$ cat config.mk
export PLATFORM = sky130hd
export DESIGN_NAME = calc_disp_drv
export DESIGN_NICKNAME = d
export VERILOG_FILES = /design/src/rtl/calc_pkg.sv /design/src/rtl/bin2bcd_seq.sv /design/src/rtl/calc_disp_drv.sv
export SDC_FILE = /design/constraint.sdc
export NUM_CORES = 1
export LEC_CHECK = 0
export ABC_AREA = 1
export BUFFER_PORTS_ARGS = -buffer_cell sky130_fd_sc_hd__buf_2
export CAP_MARGIN = 10
export CELL_PAD_IN_SITES_DETAIL_PLACEMENT = 1
export CELL_PAD_IN_SITES_GLOBAL_PLACEMENT = 1
export CORE_ASPECT_RATIO = 1.5
export CORE_UTILIZATION = 48
export DETAILED_ROUTE_END_ITERATION = 16
export MAX_ROUTING_LAYER = met4
export PLACE_DENSITY_LB_ADDON = 0.1
export SLEW_MARGIN = 40
export SYNTH_ARGS = -nofsm -noshare
export SYNTH_HDL_FRONTEND = slang
export SYNTH_SLANG_ARGS = --single-unit
export TNS_END_PERCENT = 10
$ cat constraint.sdc
create_clock -name clk -period 5.2 [get_ports clk]
set_input_delay 0.26 -clock clk [delete_from_list [all_inputs] [get_ports clk]]
set_output_delay 0.26 -clock clk [all_outputs]
set_load 0.01 [all_outputs]
$ cat src/rtl/calc_pkg.sv
`default_nettype none
// +--------------------------------------------------------------------------+
// | Package     : calc_pkg                                                   |
// | Description : Shared definitions for the calculator display driver:      |
// |               active-low 7-segment glyphs {g,f,e,d,c,b,a}, the BCD       |
// |               converter state encoding, the BCD digit-count helper and   |
// |               the digit-to-glyph decoder.                                |
// | Revision    : 1.0 - initial release                                      |
// +--------------------------------------------------------------------------+
package calc_pkg;

   // Active-low glyphs, bit order {g,f,e,d,c,b,a}
   localparam logic [6:0] SEG_0     = 7'h40;
   localparam logic [6:0] SEG_1     = 7'h79;
   localparam logic [6:0] SEG_2     = 7'h24;
   localparam logic [6:0] SEG_3     = 7'h30;
   localparam logic [6:0] SEG_4     = 7'h19;
   localparam logic [6:0] SEG_5     = 7'h12;
   localparam logic [6:0] SEG_6     = 7'h02;
   localparam logic [6:0] SEG_7     = 7'h78;
   localparam logic [6:0] SEG_8     = 7'h00;
   localparam logic [6:0] SEG_9     = 7'h10;
   localparam logic [6:0] SEG_E     = 7'b0000110;
   localparam logic [6:0] SEG_R     = 7'b0101111;
   localparam logic [6:0] SEG_BLANK = 7'h7F;

   typedef enum logic [1:0] {
      ST_IDLE   = 2'd0,
      ST_SHIFT  = 2'd1,
      ST_COMMIT = 2'd2
   } conv_state_e;

   // Number of decimal digits needed to hold 2^bits - 1.
   function automatic int bcd_digits(input int bits);
      longint unsigned max_v;
      longint unsigned one;
      int              n;
      one   = 64'd1;
      max_v = (one << bits) - one;
      n     = 1;
      for (int i = 0; i < 20; i++) begin
         if (max_v >= 64'd10) begin
            max_v = max_v / 64'd10;
            n     = n + 1;
         end
      end
      return n;
   endfunction

   localparam int BITS_DEFAULT = 8;
   localparam int BCD_DIGITS   = bcd_digits(BITS_DEFAULT);

   // Codes 10..15 cannot come out of a correct conversion; show them blank.
   function automatic logic [6:0] seg_decode(input logic [3:0] d);
      logic [6:0] s;
      case (d)
         4'd0:    s = SEG_0;
         4'd1:    s = SEG_1;
         4'd2:    s = SEG_2;
         4'd3:    s = SEG_3;
         4'd4:    s = SEG_4;
         4'd5:    s = SEG_5;
         4'd6:    s = SEG_6;
         4'd7:    s = SEG_7;
         4'd8:    s = SEG_8;
         4'd9:    s = SEG_9;
         default: s = SEG_BLANK;
      endcase
      return s;
   endfunction

endpackage
`default_nettype wire

$ cat src/rtl/bin2bcd_seq.sv
`default_nettype none
// +--------------------------------------------------------------------------+
// | Module      : bin2bcd_seq                                                |
// | Description : Free-running iterative double-dabble converter. Every      |
// |               conversion takes 1 IDLE (capture) + BITS SHIFT + 1 COMMIT  |
// |               cycles; the result and error flag are published together.  |
// | Ports       : clk, rst        - clock, synchronous active-high reset     |
// |               value_i, err_i  - binary input and error flag (captured    |
// |                                 in IDLE only)                            |
// |               busy_o          - high in SHIFT and COMMIT                 |
// |               bcd_o           - committed BCD digits, ones in [3:0]      |
// |               bcd_err_o       - error flag committed with bcd_o          |
// | Revision    : 1.0 - initial release                                      |
// +--------------------------------------------------------------------------+
module bin2bcd_seq
   import calc_pkg::*;
#(
   parameter int BITS = 8,
   parameter int NDIG = bcd_digits(BITS)
) (
   input  logic              clk,
   input  logic              rst,
   input  logic [BITS-1:0]   value_i,
   input  logic              err_i,
   output logic              busy_o,
   output logic [4*NDIG-1:0] bcd_o,
   output logic              bcd_err_o
);

   localparam int CW = $clog2(BITS + 1);

   conv_state_e       state_q,    state_d;
   logic [BITS-1:0]   bin_q,      bin_d;
   logic [4*NDIG-1:0] work_q,     work_d;
   logic [CW-1:0]     cnt_q,      cnt_d;
   logic              err_sh_q,   err_sh_d;
   logic [4*NDIG-1:0] disp_q,     disp_d;
   logic              disp_err_q, disp_err_d;
   logic [4*NDIG-1:0] work_adj;

   // Add-3 correction on every nibble >= 5 before each shift
   genvar gi;
   generate
      for (gi = 0; gi < NDIG; gi++) begin : g_adj
         assign work_adj[4*gi +: 4] = (work_q[4*gi +: 4] >= 4'd5)
                                    ? work_q[4*gi +: 4] + 4'd3
                                    : work_q[4*gi +: 4];
      end
   endgenerate

   always_ff @(posedge clk) begin
      if (rst) begin
         state_q    <= ST_IDLE;
         bin_q      <= '0;
         work_q     <= '0;
         cnt_q      <= '0;
         err_sh_q   <= 1'b0;
         disp_q     <= '0;
         disp_err_q <= 1'b0;
      end else begin
         state_q    <= state_d;
         bin_q      <= bin_d;
         work_q     <= work_d;
         cnt_q      <= cnt_d;
         err_sh_q   <= err_sh_d;
         disp_q     <= disp_d;
         disp_err_q <= disp_err_d;
      end
   end

   always_comb begin
      state_d    = state_q;
      bin_d      = bin_q;
      work_d     = work_q;
      cnt_d      = cnt_q;
      err_sh_d   = err_sh_q;
      disp_d     = disp_q;
      disp_err_d = disp_err_q;
      case (state_q)
         ST_IDLE: begin
            bin_d    = value_i;
            err_sh_d = err_i;
            work_d   = '0;
            cnt_d    = '0;
            state_d  = ST_SHIFT;
         end
         ST_SHIFT: begin
            {work_d, bin_d} = {work_adj, bin_q} << 1;
            cnt_d           = cnt_q + CW'(1);
            if (cnt_q == CW'(BITS - 1)) begin
               state_d = ST_COMMIT;
            end
         end
         ST_COMMIT: begin
            // Digits and error flag move together so the display never mixes sets
            disp_d     = work_q;
            disp_err_d = err_sh_q;
            state_d    = ST_IDLE;
         end
         default: begin
            state_d = ST_IDLE;
         end
      endcase
   end

   assign busy_o    = (state_q != ST_IDLE);
   assign bcd_o     = disp_q;
   assign bcd_err_o = disp_err_q;

endmodule
`default_nettype wire

$ cat src/rtl/calc_disp_drv.sv
`default_nettype none
// +--------------------------------------------------------------------------+
// | Module      : calc_disp_drv                                              |
// | Description : Drives the calculator result onto a 4-digit common-anode   |
// |               7-segment display. A sequential BCD converter feeds a      |
// |               time-multiplexed scan; "Err" is shown when err is set.     |
// | Options     : CALC_DISP_LZB_EN - leading-zero blanking of hundreds/tens  |
// | Ports       : clk, rst - clock, synchronous active-high reset            |
// |               value    - unsigned binary result (BITS wide)              |
// |               err      - error flag, overrides value                     |
// |               seg      - segments {g,f,e,d,c,b,a}, active-low            |
// |               dp       - decimal point, active-low, always off           |
// |               an       - digit anodes, active-low, one-hot-low           |
// |               busy     - conversion in progress                          |
// | Revision    : 1.0 - initial release                                      |
// +--------------------------------------------------------------------------+
module calc_disp_drv
   import calc_pkg::*;
#(
   parameter int SCAN_BITS = 16,
   parameter int BITS      = 8
) (
   input  logic            clk,
   input  logic            rst,
   input  logic [BITS-1:0] value,
   input  logic            err,
   output logic [6:0]      seg,
   output logic            dp,
   output logic [3:0]      an,
   output logic            busy
);

   localparam int NDIG = bcd_digits(BITS);
   // Only three numeric digit positions exist on the display
   localparam int DW   = (NDIG > 3) ? 4 * NDIG : 12;

   logic [4*NDIG-1:0]    conv_bcd;
   logic                 conv_err;
   logic [DW-1:0]        bcd_ext;
   logic [3:0]           ones, tens, hund;
   logic                 blank_h, blank_t;
   logic [6:0]           glyph;

   logic [SCAN_BITS-1:0] scan_q,    scan_d;
   logic [1:0]           idx_q,     idx_d;
   logic                 started_q, started_d;
   logic [6:0]           seg_q,     seg_d;
   logic [3:0]           an_q,      an_d;

   bin2bcd_seq #(
      .BITS (BITS),
      .NDIG (NDIG)
   ) u_conv (
      .clk       (clk),
      .rst       (rst),
      .value_i   (value),
      .err_i     (err),
      .busy_o    (busy),
      .bcd_o     (conv_bcd),
      .bcd_err_o (conv_err)
   );

   assign bcd_ext = DW'(conv_bcd);
   assign ones    = bcd_ext[3:0];
   assign tens    = bcd_ext[7:4];
   assign hund    = bcd_ext[11:8];

`ifdef CALC_DISP_LZB_EN
   assign blank_h = (hund == 4'd0);
   assign blank_t = blank_h && (tens == 4'd0);
`else
   assign blank_h = 1'b0;
   assign blank_t = 1'b0;
`endif

   always_ff @(posedge clk) begin
      if (rst) begin
         scan_q    <= '0;
         idx_q     <= 2'd0;
         started_q <= 1'b0;
         seg_q     <= SEG_BLANK;
         an_q      <= 4'b1111;
      end else begin
         scan_q    <= scan_d;
         idx_q     <= idx_d;
         started_q <= started_d;
         seg_q     <= seg_d;
         an_q      <= an_d;
      end
   end

   always_comb begin
      scan_d    = scan_q + SCAN_BITS'(1);
      idx_d     = idx_q;
      started_d = started_q;
      // The first wrap after reset only switches the display on, so the scan
      // begins at digit 0; later wraps advance the digit.
      if (&scan_q) begin
         started_d = 1'b1;
         if (started_q) begin
            idx_d = idx_q + 2'd1;
         end
      end

      glyph = SEG_BLANK;
      if (conv_err) begin
         case (idx_q)
            2'd3:    glyph = SEG_E;
            2'd2:    glyph = SEG_R;
            2'd1:    glyph = SEG_R;
            default: glyph = SEG_BLANK;
         endcase
      end else begin
         case (idx_q)
            2'd0:    glyph = seg_decode(ones);
            2'd1:    glyph = blank_t ? SEG_BLANK : seg_decode(tens);
            2'd2:    glyph = blank_h ? SEG_BLANK : seg_decode(hund);
            default: glyph = SEG_BLANK;
         endcase
      end

      seg_d = started_q ? glyph : SEG_BLANK;
      an_d  = started_q ? ~(4'b0001 << idx_q) : 4'b1111;
   end

   assign seg = seg_q;
   assign an  = an_q;
   assign dp  = 1'b1;

endmodule
`default_nettype wire
Yosys cells after proc, flatten, opt, wreduce, memory -nomap -nowiden
Memories as Yosys holds them, arrays and structs flattened. A register that Yosys moved wholly into a read port is not among the register bits.
Index checks and enable logic that the tools add are counted.
{"block": "totals", "romBits": 336, "n_memories": 3, "output_inout_bits": 13, "input_bits": 11, "register_bits": 70}
{"memory": "(name not given)", "depth": 16, "word_bits": 7, "rd": 1, "rd_ports_with_merged_regs": 1, "wr": 0, "line": "calc_pkg.sv:56", "source": "case (d)"}
{"memory": "(name not given)", "depth": 16, "word_bits": 7, "rd": 1, "rd_ports_with_merged_regs": 1, "wr": 0, "line": "calc_pkg.sv:56"}
{"memory": "(name not given)", "depth": 16, "word_bits": 7, "rd": 1, "rd_ports_with_merged_regs": 1, "wr": 0, "line": "calc_pkg.sv:56"}
{"block": "classes", "n_bitwise": 2, "magnitude_cmp": 3, "n_addsub": 6, "shift": 1, "n_reduce_logical": 8, "n_eq_ne": 7, "n_mux": 17}
{"cell": "2-to-1 mux 4 bit", "count": 8}
{"cell": "case mux 12 bit (2 select lines)", "count": 1}
{"cell": "case mux 7 bit (3 select lines)", "count": 1}
{"cell": "AND reduction 17 bit", "count": 1}
{"cell": "adder 16 x 1 -> 16 bit (second input constant)", "count": 1}
{"cell": "case mux 8 bit (2 select lines)", "count": 1}
{"cell": "AND reduction 16 bit", "count": 1}
{"cell": "case mux 7 bit (2 select lines)", "count": 1}
{"cell": "greater-or-equal comparator 4 x 3 -> 1 bit (second input constant)", "count": 3}
{"cell": "adder 4 x 2 -> 4 bit (second input constant)", "count": 2}
{"cell": "case mux 4 bit (2 select lines)", "count": 1}
{"cell": "2-to-1 mux 7 bit", "count": 1}
{"cell": "== test 2 bit (second input constant)", "count": 3}
{"cell": "adder 4 x 1 -> 4 bit (second input constant)", "count": 1}
{"cell": "== test 2 x 1 -> 1 bit (second input constant)", "count": 2}
{"cell": "== test 4 x 3 -> 1 bit (second input constant)", "count": 1}
{"cell": "logical NOT 2 bit", "count": 2}
{"cell": "inverter 4 bit", "count": 1}
{"cell": "case mux 2 bit (2 select lines)", "count": 1}
{"cell": "nonzero test 2 bit", "count": 2}
{"cell": "OR reduction 2 bit", "count": 2}
{"cell": "<< shifter 1 x 2 -> 4 bit (first input constant)", "count": 1}
{"cell": "adder 3 x 2 -> 3 bit (second input constant)", "count": 1}
{"cell": "2-to-1 mux 3 bit", "count": 1}
{"cell": "4 further kinds", "count": 4}

Depth between registers and ports, before layout
{"block": "depth", "ltp_word": 4, "ltp_mapped": 12, "mapped_depth_nobuf": 11}

Hierarchy
A second synthesis with hierarchy kept.
{"block": "hier_totals", "hier_cells": 535, "hier_area_um2": 3767.4}
{"mod": "calc_disp_drv", "area_each_um2": 2003.2, "cells_per_inst": 298, "n_inst": 1}
{"mod": "bin2bcd_seq", "area_each_um2": 1764.2, "cells_per_inst": 237, "n_inst": 1}

Least setup slack after synthesis
OpenSTA, ideal clock, no wires.
{"block": "synth_path", "path_kind": "flip-flop to flip-flop", "from": "register u_conv.state_q[0]", "to": "register (tool-made name)", "path_stages_with_launch": 13, "t_required_ps": 5076, "slack_ps": 3543, "period_less_slack_ps": 1657, "arrival_time_ps": 1533, "n_path_buf": 1, "setup_time_ps": 124, "path_cell_list": "dfxtp_1 > inv_1 > nand2_1 > buf_4 > inv_1 > or2_2 > nand2_1 > inv_1 > ha_1 > inv_1 > nand2_1 > nand3_1 > nand2_1"}
{"element": "start: declaration", "line": "bin2bcd_seq.sv:32", "source": "conv_state_e state_q, state_d;"}
{"element": "start signal: assignment", "line": "bin2bcd_seq.sv:61", "source": "state_q <= state_d;"}

==> impl_metrics.json <==
{
  "outcome": "finished, final reports clean",
  "syn_to_final_growth_pct": 10.4,
  "numClockSinks": 91,
  "leakage_uw": 0.00221,
  "syn-num-nets": 644,
  "gp_congestion": 0.817,
  "synth-simple-area-share_pct": 29.1,
  "dieArea_um2": 9570,
  "drv_slew": 0,
  "postCtsHoldBufs": 0,
  "path_clk_slew_ps": 70,
  "portBuffers": 22,
  "routed_wl_um": 10300,
  "antenna_cells": 0,
  "synthMuxAreaShare_pct": 0,
  "grt_pass1_vias": 4013,
  "syn-cell-area_um2": 4400,
  "total_power_uw": 1380,
  "critPathMaxFanout": 30,
  "cp.required_ps": 5430,
  "ys_warn_count": 0,
  "layout_commonest_cell": "nand2_1",
  "drtAntennaViolNets": 0,
  "cts_resized": 0,
  "period_needed_ps": 2330,
  "num-fill-cells": 1155,
  "chipWidth_um": 80.2,
  "finalWorstSetupSlack_ps": 2870,
  "clock_latency_ps": 340,
  "layout_common_cells": "nand2_1 (170), dfxtp_1 (90), inv_1 (81), nand3_1 (54), nor2_1 (44)",
  "design.core.area_um2": 8880,
  "seq_area_frac_synth_pct": 41.4,
  "vias": 3815,
  "worst_pin_slew_ps": 745,
  "setup.worst_path.end_class": "register",
  "fp.dieH_um": 119,
  "htreeDepth": 3,
  "grt_pass1_wl_um": 17800,
  "ir_worst_vdd_v": 0.000209,
  "p_per_area_nw_per_um2": 284,
  "rsz0062_at_grt": "false",
  "hp-class": "primary input to register",
  "overflow": 0,
  "viasPerCell": 5.19,
  "drt_iter0_markers": 68,
  "fin_tns_setup_ps": 0,
  "reg2reg_slack_ps": 2870,
  "cap_violations": 0,
  "drive_gt1_share_pct": 11.2,
  "fin_crit_sh_pct": 44.8,
  "crit_type": "register to register",
  "finalHoldViolations": 0,
  "synth_area_per_cell_um2": 7.29,
  "dp_slack_ps": 2490,
  "syn_inst": 604,
  "multiInputGateArea_um2": 2170,
  "nNetsFinal": 660,
  "wl_per_cell_um": 14.1,
  "io_pins": 24,
  "cts_buffer_depth": 2,
  "post_cts_buffers": 0,
  "yosys_register_bits": 91,
  "synthAdderAreaFrac_pct": 8.24,
  "maxSlewHeadroom_pct": 50.1,
  "start_util_pct": 49.6,
  "critPathLaunchType": "register",
  "core.rowCount": 42,
  "grt_max_degree": 47,
  "ys_types": 30,
  "root_buffer": "clkbuf_16",
  "fin_skew_ps": 6.00,
  "hpwl_um": 7800,
  "numCtsBuffers": 9,
  "drtPass1Iterations": 4,
  "setup_viol": 0,
  "drc_errors": 0,
  "cp.arrival_ps": 2560,
  "grt_antenna_before_repair": 0,
  "seq_area_um2": 1820,
  "max_freq_ghz": 0.429,
  "synth_top_family_by_area": "simple AND/OR/NAND/NOR gates",
  "synth-xor-area-share_pct": 0.795,
  "cts_tree": "done",
  "synth_compound_area_share_pct": 10.9,
  "grt_usage_pct": 24.8
}
==> cell type report <==
cell class / instances / share of cell area (%)
clock buffer: 11 / 5.20
clock inverter: 5 / 0.772
inverter: 85 / 6.56
multi-input combinational: 409 / 44.6
sequential: 91 / 37.5
tap: 110 / 2.83
timing repair buffer: 24 / 2.57
==> routing by layer <==
metal	share of wire [%]	track usage [%]	up-vias
met2	56	46.6	42
li1	-	-	1941
met5	0	-	-
met4	2.9	11.5	0
met3	1.7	3.83	24
met1	39	24.1	1808
==> Yosys cell counts, drive strengths merged <==
| library cell | number | area, um2 |
|---|---|---|
| nand3b | 3 | 22.5 |
| a211oi | 1 | 7.51 |
| nand2 | 171 | 642 |
| nand3 | 54 | 270 |
| xor2 | 4 | 35.0 |
| conb | 1 | 3.75 |
| ha | 29 | 363 |
| a22oi | 3 | 22.5 |
| dfxtp | 91 | 1820 |
| buf | 13 | 77.6 |
| o22ai | 1 | 6.26 |
| or2 | 3 | 18.8 |
| nand4 | 11 | 68.8 |
| a22o | 2 | 17.5 |
| o211ai | 3 | 22.5 |
| nor4 | 1 | 6.26 |
| nor2 | 53 | 251 |
| o21ai | 37 | 245 |
| a21oi | 32 | 160 |
| inv | 85 | 319 |
| clkbuf | 6 | 22.5 |
==> cell families after synthesis <==
group	count (synthesis)
buf+inv	104
fa+ha+maj	29
xor+xnor	4
other cells	1
compound gates	79
flops	91
simple gates	296
==> worst max-delay path, stage by stage, from the launching register on <==
cell	delay [ps]
dfxtp_2	600
nand2_2	450
nand2_1	190
o21ai_2	80
nor2_2	250
inv_1	130
ha_1	210
inv_1	60
nand2_1	70
nand3_1	90
nand2_1	50
==> where the power goes <==
part / total, uW / switching [uW] / internal, uW
clock network: 624 / 274 / 350
registers: 711 / 5.32 / 706
logic: 44.0 / 30.2 / 13.8
total: 1380 / 310 / 1070
==> worst paths after layout <==
kind | endpoint | from | cells past startpoint
max | register | u_conv.state_q[1]$_SDFFE_PP0P_ | 10
min | u_conv.err_sh_q$_SDFFE_PP0P_ | err | 3
max reg2reg | register | u_conv.state_q[1]$_SDFFE_PP0P_ | 10
min reg2reg | scan_q[0]$_SDFF_PP0_ | scan_q[0]$_SDFF_PP0_ | 1
==> metrics by stage <==
step                      instances  area, um2  util [%]  hold WS (ps)
after global placement          719       4570      51.4           429
after CTS                       735       4860      54.7           133
after global routing            735       4860      54.7           146
after floorplan                 604       4400         -           395
after detailed placement        719       4570      51.5           451
final                           735       4860      54.7           141
No activity file was read; power rests on OpenSTA's default activity.
